**config.mk**
```make
export PLATFORM = sky130hd
export DESIGN_NAME = cv32e40p_clock_en_ctrl
export DESIGN_NICKNAME = d
export VERILOG_FILES = /design/src/rtl/cv32e40p_clock_en_ctrl.sv
export SDC_FILE = /design/constraint.sdc
export NUM_CORES = 1
export LEC_CHECK = 0
export BUFFER_PORTS_ARGS = -buffer_cell sky130_fd_sc_hd__buf_2
export CAP_MARGIN = 40
export CELL_PAD_IN_SITES_DETAIL_PLACEMENT = 0
export CELL_PAD_IN_SITES_GLOBAL_PLACEMENT = 1
export CORE_MARGIN = 4
export CORE_UTILIZATION = 44
export CTS_BUF_LIST = sky130_fd_sc_hd__clkbuf_2 sky130_fd_sc_hd__clkbuf_4 sky130_fd_sc_hd__clkbuf_8
export CTS_CLUSTER_DIAMETER = 100
export DETAILED_ROUTE_END_ITERATION = 8
export GPL_TIMING_DRIVEN = 1
export PLACE_DENSITY = 0.87
export SYNTH_ARGS = -nofsm -noshare
export SYNTH_HDL_FRONTEND = slang
export SYNTH_SLANG_ARGS = --single-unit
```
**constraint.sdc**
```tcl
create_clock -name clk_i -period 2.15 [get_ports clk_i]
set_input_delay 0.215 -clock clk_i [delete_from_list [all_inputs] [get_ports clk_i]]
set_output_delay 0.215 -clock clk_i [all_outputs]
set_load 0.005 [all_outputs]
```
**src/rtl/cv32e40p_clock_en_ctrl.sv**
```systemverilog
// Core clock-enable controller.
// Produces the registered enable for the core clock gate. The core clock stays
// stopped until the first fetch enable and then runs. After a sleep request the
// controller waits for the pipeline to go idle for IDLE_CYCLES consecutive
// cycles, stops the clock, and restarts it on wake. It also counts the cycles
// spent asleep, saturating at all-ones.
// This block must run on the free-running (ungated) clock.
module cv32e40p_clock_en_ctrl #(
   parameter int IDLE_CYCLES = 2,
   parameter int CNT_W       = 32
) (
   input  logic             clk_i,
   input  logic             rst_ni,
   input  logic             fetch_enable_i,
   input  logic             sleep_req_i,
   input  logic             core_busy_i,
   input  logic             wake_i,
   output logic             clock_en_o,
   output logic             core_sleep_o,
   output logic [CNT_W-1:0] sleep_cnt_o
);

   // Wide enough to hold IDLE_CYCLES, and never narrower than one bit.
   localparam int IDLE_W = (IDLE_CYCLES < 1) ? 1 : $clog2(IDLE_CYCLES + 1);
   localparam logic [IDLE_W-1:0] IDLE_LOAD = IDLE_W'(IDLE_CYCLES);

   typedef enum logic [1:0] {
      BOOT  = 2'd0,
      RUN   = 2'd1,
      DRAIN = 2'd2,
      SLEEP = 2'd3
   } state_e;

   state_e            state_q, state_d;
   logic [IDLE_W-1:0] idle_q, idle_d;
   logic              clock_en_d;
   logic              core_sleep_d;

   // Next-state logic, the idle countdown, and the next output values.
   // Outputs are computed from the next state so that the flops present them
   // in the cycle right after the state is entered.
   always_comb begin
      state_d = state_q;
      idle_d  = idle_q;
      case (state_q)
         BOOT: begin
            // Only fetch enable matters here; other inputs may still be undefined.
            if (fetch_enable_i) state_d = RUN;
         end
         RUN: begin
            // A pending wake cancels the sleep request.
            if (sleep_req_i && !wake_i) begin
               state_d = DRAIN;
               idle_d  = IDLE_LOAD;
            end
         end
         DRAIN: begin
            // Wake aborts. Busy restarts the idle window. Otherwise count down.
            if (wake_i) begin
               state_d = RUN;
            end else if (core_busy_i) begin
               idle_d = IDLE_LOAD;
            end else if (idle_q == '0) begin
               state_d = SLEEP;
            end else begin
               idle_d = idle_q - IDLE_W'(1);
            end
         end
         SLEEP: begin
            if (wake_i) state_d = RUN;
         end
         default: state_d = BOOT;
      endcase
      clock_en_d   = (state_d == RUN) || (state_d == DRAIN);
      core_sleep_d = (state_d == SLEEP);
   end

   // State register, idle counter and registered outputs.
   // Reset forces the clock off immediately.
   always_ff @(posedge clk_i or negedge rst_ni) begin
      if (!rst_ni) begin
         state_q      <= BOOT;
         idle_q       <= '0;
         clock_en_o   <= 1'b0;
         core_sleep_o <= 1'b0;
      end else begin
         state_q      <= state_d;
         idle_q       <= idle_d;
         clock_en_o   <= clock_en_d;
         core_sleep_o <= core_sleep_d;
      end
   end

   // Counts edges taken while asleep and holds at all-ones instead of wrapping.
   always_ff @(posedge clk_i or negedge rst_ni) begin
      if (!rst_ni) begin
         sleep_cnt_o <= '0;
      end else if ((state_q == SLEEP) && (sleep_cnt_o != '1)) begin
         sleep_cnt_o <= sleep_cnt_o + CNT_W'(1);
      end
   end

endmodule

```
==> results.md <==
* CTS Buf Count at 5
* Layout cells sized above 1 at 28.77%
* Antenna violations before repair at 0
* Slowest Stage Delay on Critical Path at 0.52 ns
* Die H at 73.23 um
* CTS sink count at 38
* PnR worst setup slack at 0.2132 ns
* Largest net degree at the start of global routing at 21
* DR DRC count at 0
* Critical path launch point type: register
* DP Worst Slack at 0.1605 ns
* CTS root buf: clkbuf_8
* Maximum vdd ir drop at 0.0002821 V
* Post-synth EDFFs at 0
* Row count at 23
* Crit path DAT at 2.10 ns
* Fin Clk Skew at 0.008477 ns
* Commonest non-fill, non-tap cell in the layout: buf_2
* Layout fillers at 372
* TritonRoute pass-1 iters at 4
* Slew Limit Fails at 0
* Die W at 73.23 um
* Power Dens Cells at 712.4 nW/um^2
* Syn Nets at 179
* Vias per cell at 5.204
* Largest delay contributor family on the critical path: simple AND/OR/NAND/NOR gates
* Fin crit share at 90.09%
* Register area share after synthesis at 50.80%
* Slew HR at 67.48%
* Vias in the first global route at 1366
* Achievable frequency at 516.3 MHz
* Detailed Route WL at 3648 um
* Required @ worst endpoint at 2.31 ns
* Post-synth top area cell: dfrtp_1
* Crit. End Element: register
* Synth Area per Inst at 11.01 um^2
* Top cells by area, synth: dfrtp_1, xnor2_1, xor2_1, nand3_1, nor2_1
* Fin. Hold Viols at 0
* RSZ-0062 raised after global routing: false
* Worst hold path type: in2reg
* Layout Nets at 227
* Worst Setup Path Type: reg2reg
* Clock slew at reported path FFs at 0.07 ns
* Status: finished clean
* Synthesized area at 1872 um^2
* Setup Fix Bufs, Post-CTS at 0
* First-pass GRT wire length at 6279 um
* Min Clock Period, post-route at 1.937 ns
* Worst path cell trace: ha_1, nand3_2, or4_4, o211ai_4, nor4_1, xor2_1
* Cells after synthesis at 170
* Max Cap Viol at 0
* Distinct cells, synth at 37
* Slowest CP cell: or4_4
* Most frequent cells in the layout: buf_2, dfrtp_1, nor2_1, xnor2_1, xor2_1
* Async S/R FF share, synth at 100.0%
* Main synth FF type: dfrtp_1
* Clk buf depth at 2
* Fin Setup TNS at 0 ns
* Synth top area share at 50.80%
* Routed vias at 1400
* Measured slew at the worst slew-check pin at 0.4878 ns
* Buf/Inv on CP at 0
* Final design utilization at 55.97%
* Synth warn at 0
* DR WL/cell at 13.56 um
* Final HPWL DP at 2672 um
* Area of the multi-input gates at 895.9 um^2
* Crit Path Max Fanout at 6
* Area growth, synth to finish at 21.32%
* Storage cell area at 950.9 um^2
* Final Setup Violations at 0
* Static leakage at 1.099 nW
* Starting Density at 46.13%
* Worst-skew pair later-pin latency at 0.29 ns
* # H-tree levels at 2
* #FFs+latches synth at 38
* Number of DRC markers in iteration 0 at 66
* N_diodes at 0
* Gr ovfl total at 0
* # IOs at 40
* Post-route ant nets at 0
* Routability cong. at 0.7865
* TritonCTS clock tree: built
* Die ar. at 5362 um^2
* GRT Total Usage at 15.16%
* Core box area at 4058 um^2
* Port Buffers at 39
## metal layers
metal | vias up | global-route usage (%) | wire, um
met3 | 6 | 3.719 | 204
met5 | - | 0 | 0
met1 | 664 | 20.65 | 1786
met4 | 0 | 5.533 | 46
met2 | 41 | 23.34 | 1611
li1 | 689 | - | -
## sequential cells by signal, indices dropped and copies added, names as in the netlist
| register | flops |
|---|---|
| state_q | 2 |
| clock_en_o | 1 |
| idle_q | 2 |
| sleep_cnt_o | 32 |
| core_sleep_o | 1 |
## metrics by stage
| step | hold slack (ns) | instance area [um^2] | cells | power [mW] |
|---|---|---|---|---|
| 2_1_floorplan | -0.08059 | 1872 | 170 | 0.9901 |
| 3_3_place_gp | 0.3680 | 2133 | 259 | 1.102 |
| 3_5_place_dp | 0.2039 | 2161 | 260 | 1.116 |
| 4_1_cts | 0.1391 | 2266 | 269 | 1.635 |
| 5_1_grt | 0.1523 | 2271 | 269 | 1.719 |
| 6_report | 0.1525 | 2271 | 269 | 1.618 |
## cells by family (layout without fill, tap and decap cells)
logic type | after synthesis | count (layout) | synth area share, %
adder cells (fa/ha/maj) | 3 | 3 | 2.006
XOR/XNOR | 30 | 30 | 14.04
multiplexers | 1 | 1 | 0.6016
AO/OA/AOI/OAI | 13 | 13 | 6.284
buffers and inverters | 8 | 57 | 1.604
flip-flops | 38 | 38 | 50.80
AND/OR/NAND/NOR | 77 | 77 | 24.67
## path summary, 6_finish.rpt
| path | end | slack (ns) | from | cells past startpoint |
|---|---|---|---|---|
| max | sleep_cnt_o[29] | 0.21 | sleep_cnt_o[0] | 6 |
| min | state_q[1] | 0.15 | wake_i | 2 |
| max reg2reg | sleep_cnt_o[29] | 0.21 | sleep_cnt_o[0] | 6 |
| min reg2reg | sleep_cnt_o[20] | 0.50 | sleep_cnt_o[20] | 1 |
| max in group asynchronous | sleep_cnt_o[27] | 1.27 | rst_ni | 3 |
| min in group asynchronous | sleep_cnt_o[14] | 0.40 | rst_ni | 2 |
## layout make-up
class / count / area share (%)
sequential: 38 / 41.87
multi-input combinational: 124 / 39.45
timing repair buffer: 42 / 10.58
clock buffer: 6 / 3.636
tap: 50 / 2.755
inverter: 7 / 1.157
clock inverter: 2 / 0.5510
## Yosys cell counts (2+ instances only)
| library cell | count |
|---|---|
| nand2b_1 | 2 |
| xor2_1 | 13 |
| nand4_1 | 7 |
| o21ai_0 | 2 |
| dfrtp_1 | 38 |
| ha_1 | 3 |
| nand3_1 | 13 |
| nor4_2 | 2 |
| and4_1 | 3 |
| and3_1 | 3 |
| nor2_1 | 17 |
| xnor2_1 | 17 |
| nor4_1 | 2 |
| nand2_1 | 11 |
| nor2b_1 | 2 |
| or3_1 | 2 |
| inv_1 | 7 |
| nor3_1 | 4 |
| a21oi_1 | 4 |
## what timing repair did
action / in CTS / in global routing
hold buffers: 1 / 0
setup endpoints to repair: 0 / 1
endpoints found under the hold margin: 19 / 0
resized for setup: 0 / 1
## where the power goes
group	leakage [nW]	internal (mW)	total (mW)	switching [mW]
clock network	0.0472	0.258	0.515	0.257
logic	0.545	0.118	0.233	0.115
registers	0.507	0.781	0.869	0.0884
total	1.10	1.16	1.62	0.461
## worst register-to-register path, cell delays in order, from the launching register on
cell and delay, ns:
dfrtp_1 0.41, ha_1 0.23, nand3_2 0.13, or4_4 0.52
o211ai_4 0.27, nor4_1 0.10, xor2_1 0.15
No activity file was read; power rests on OpenSTA's default activity.
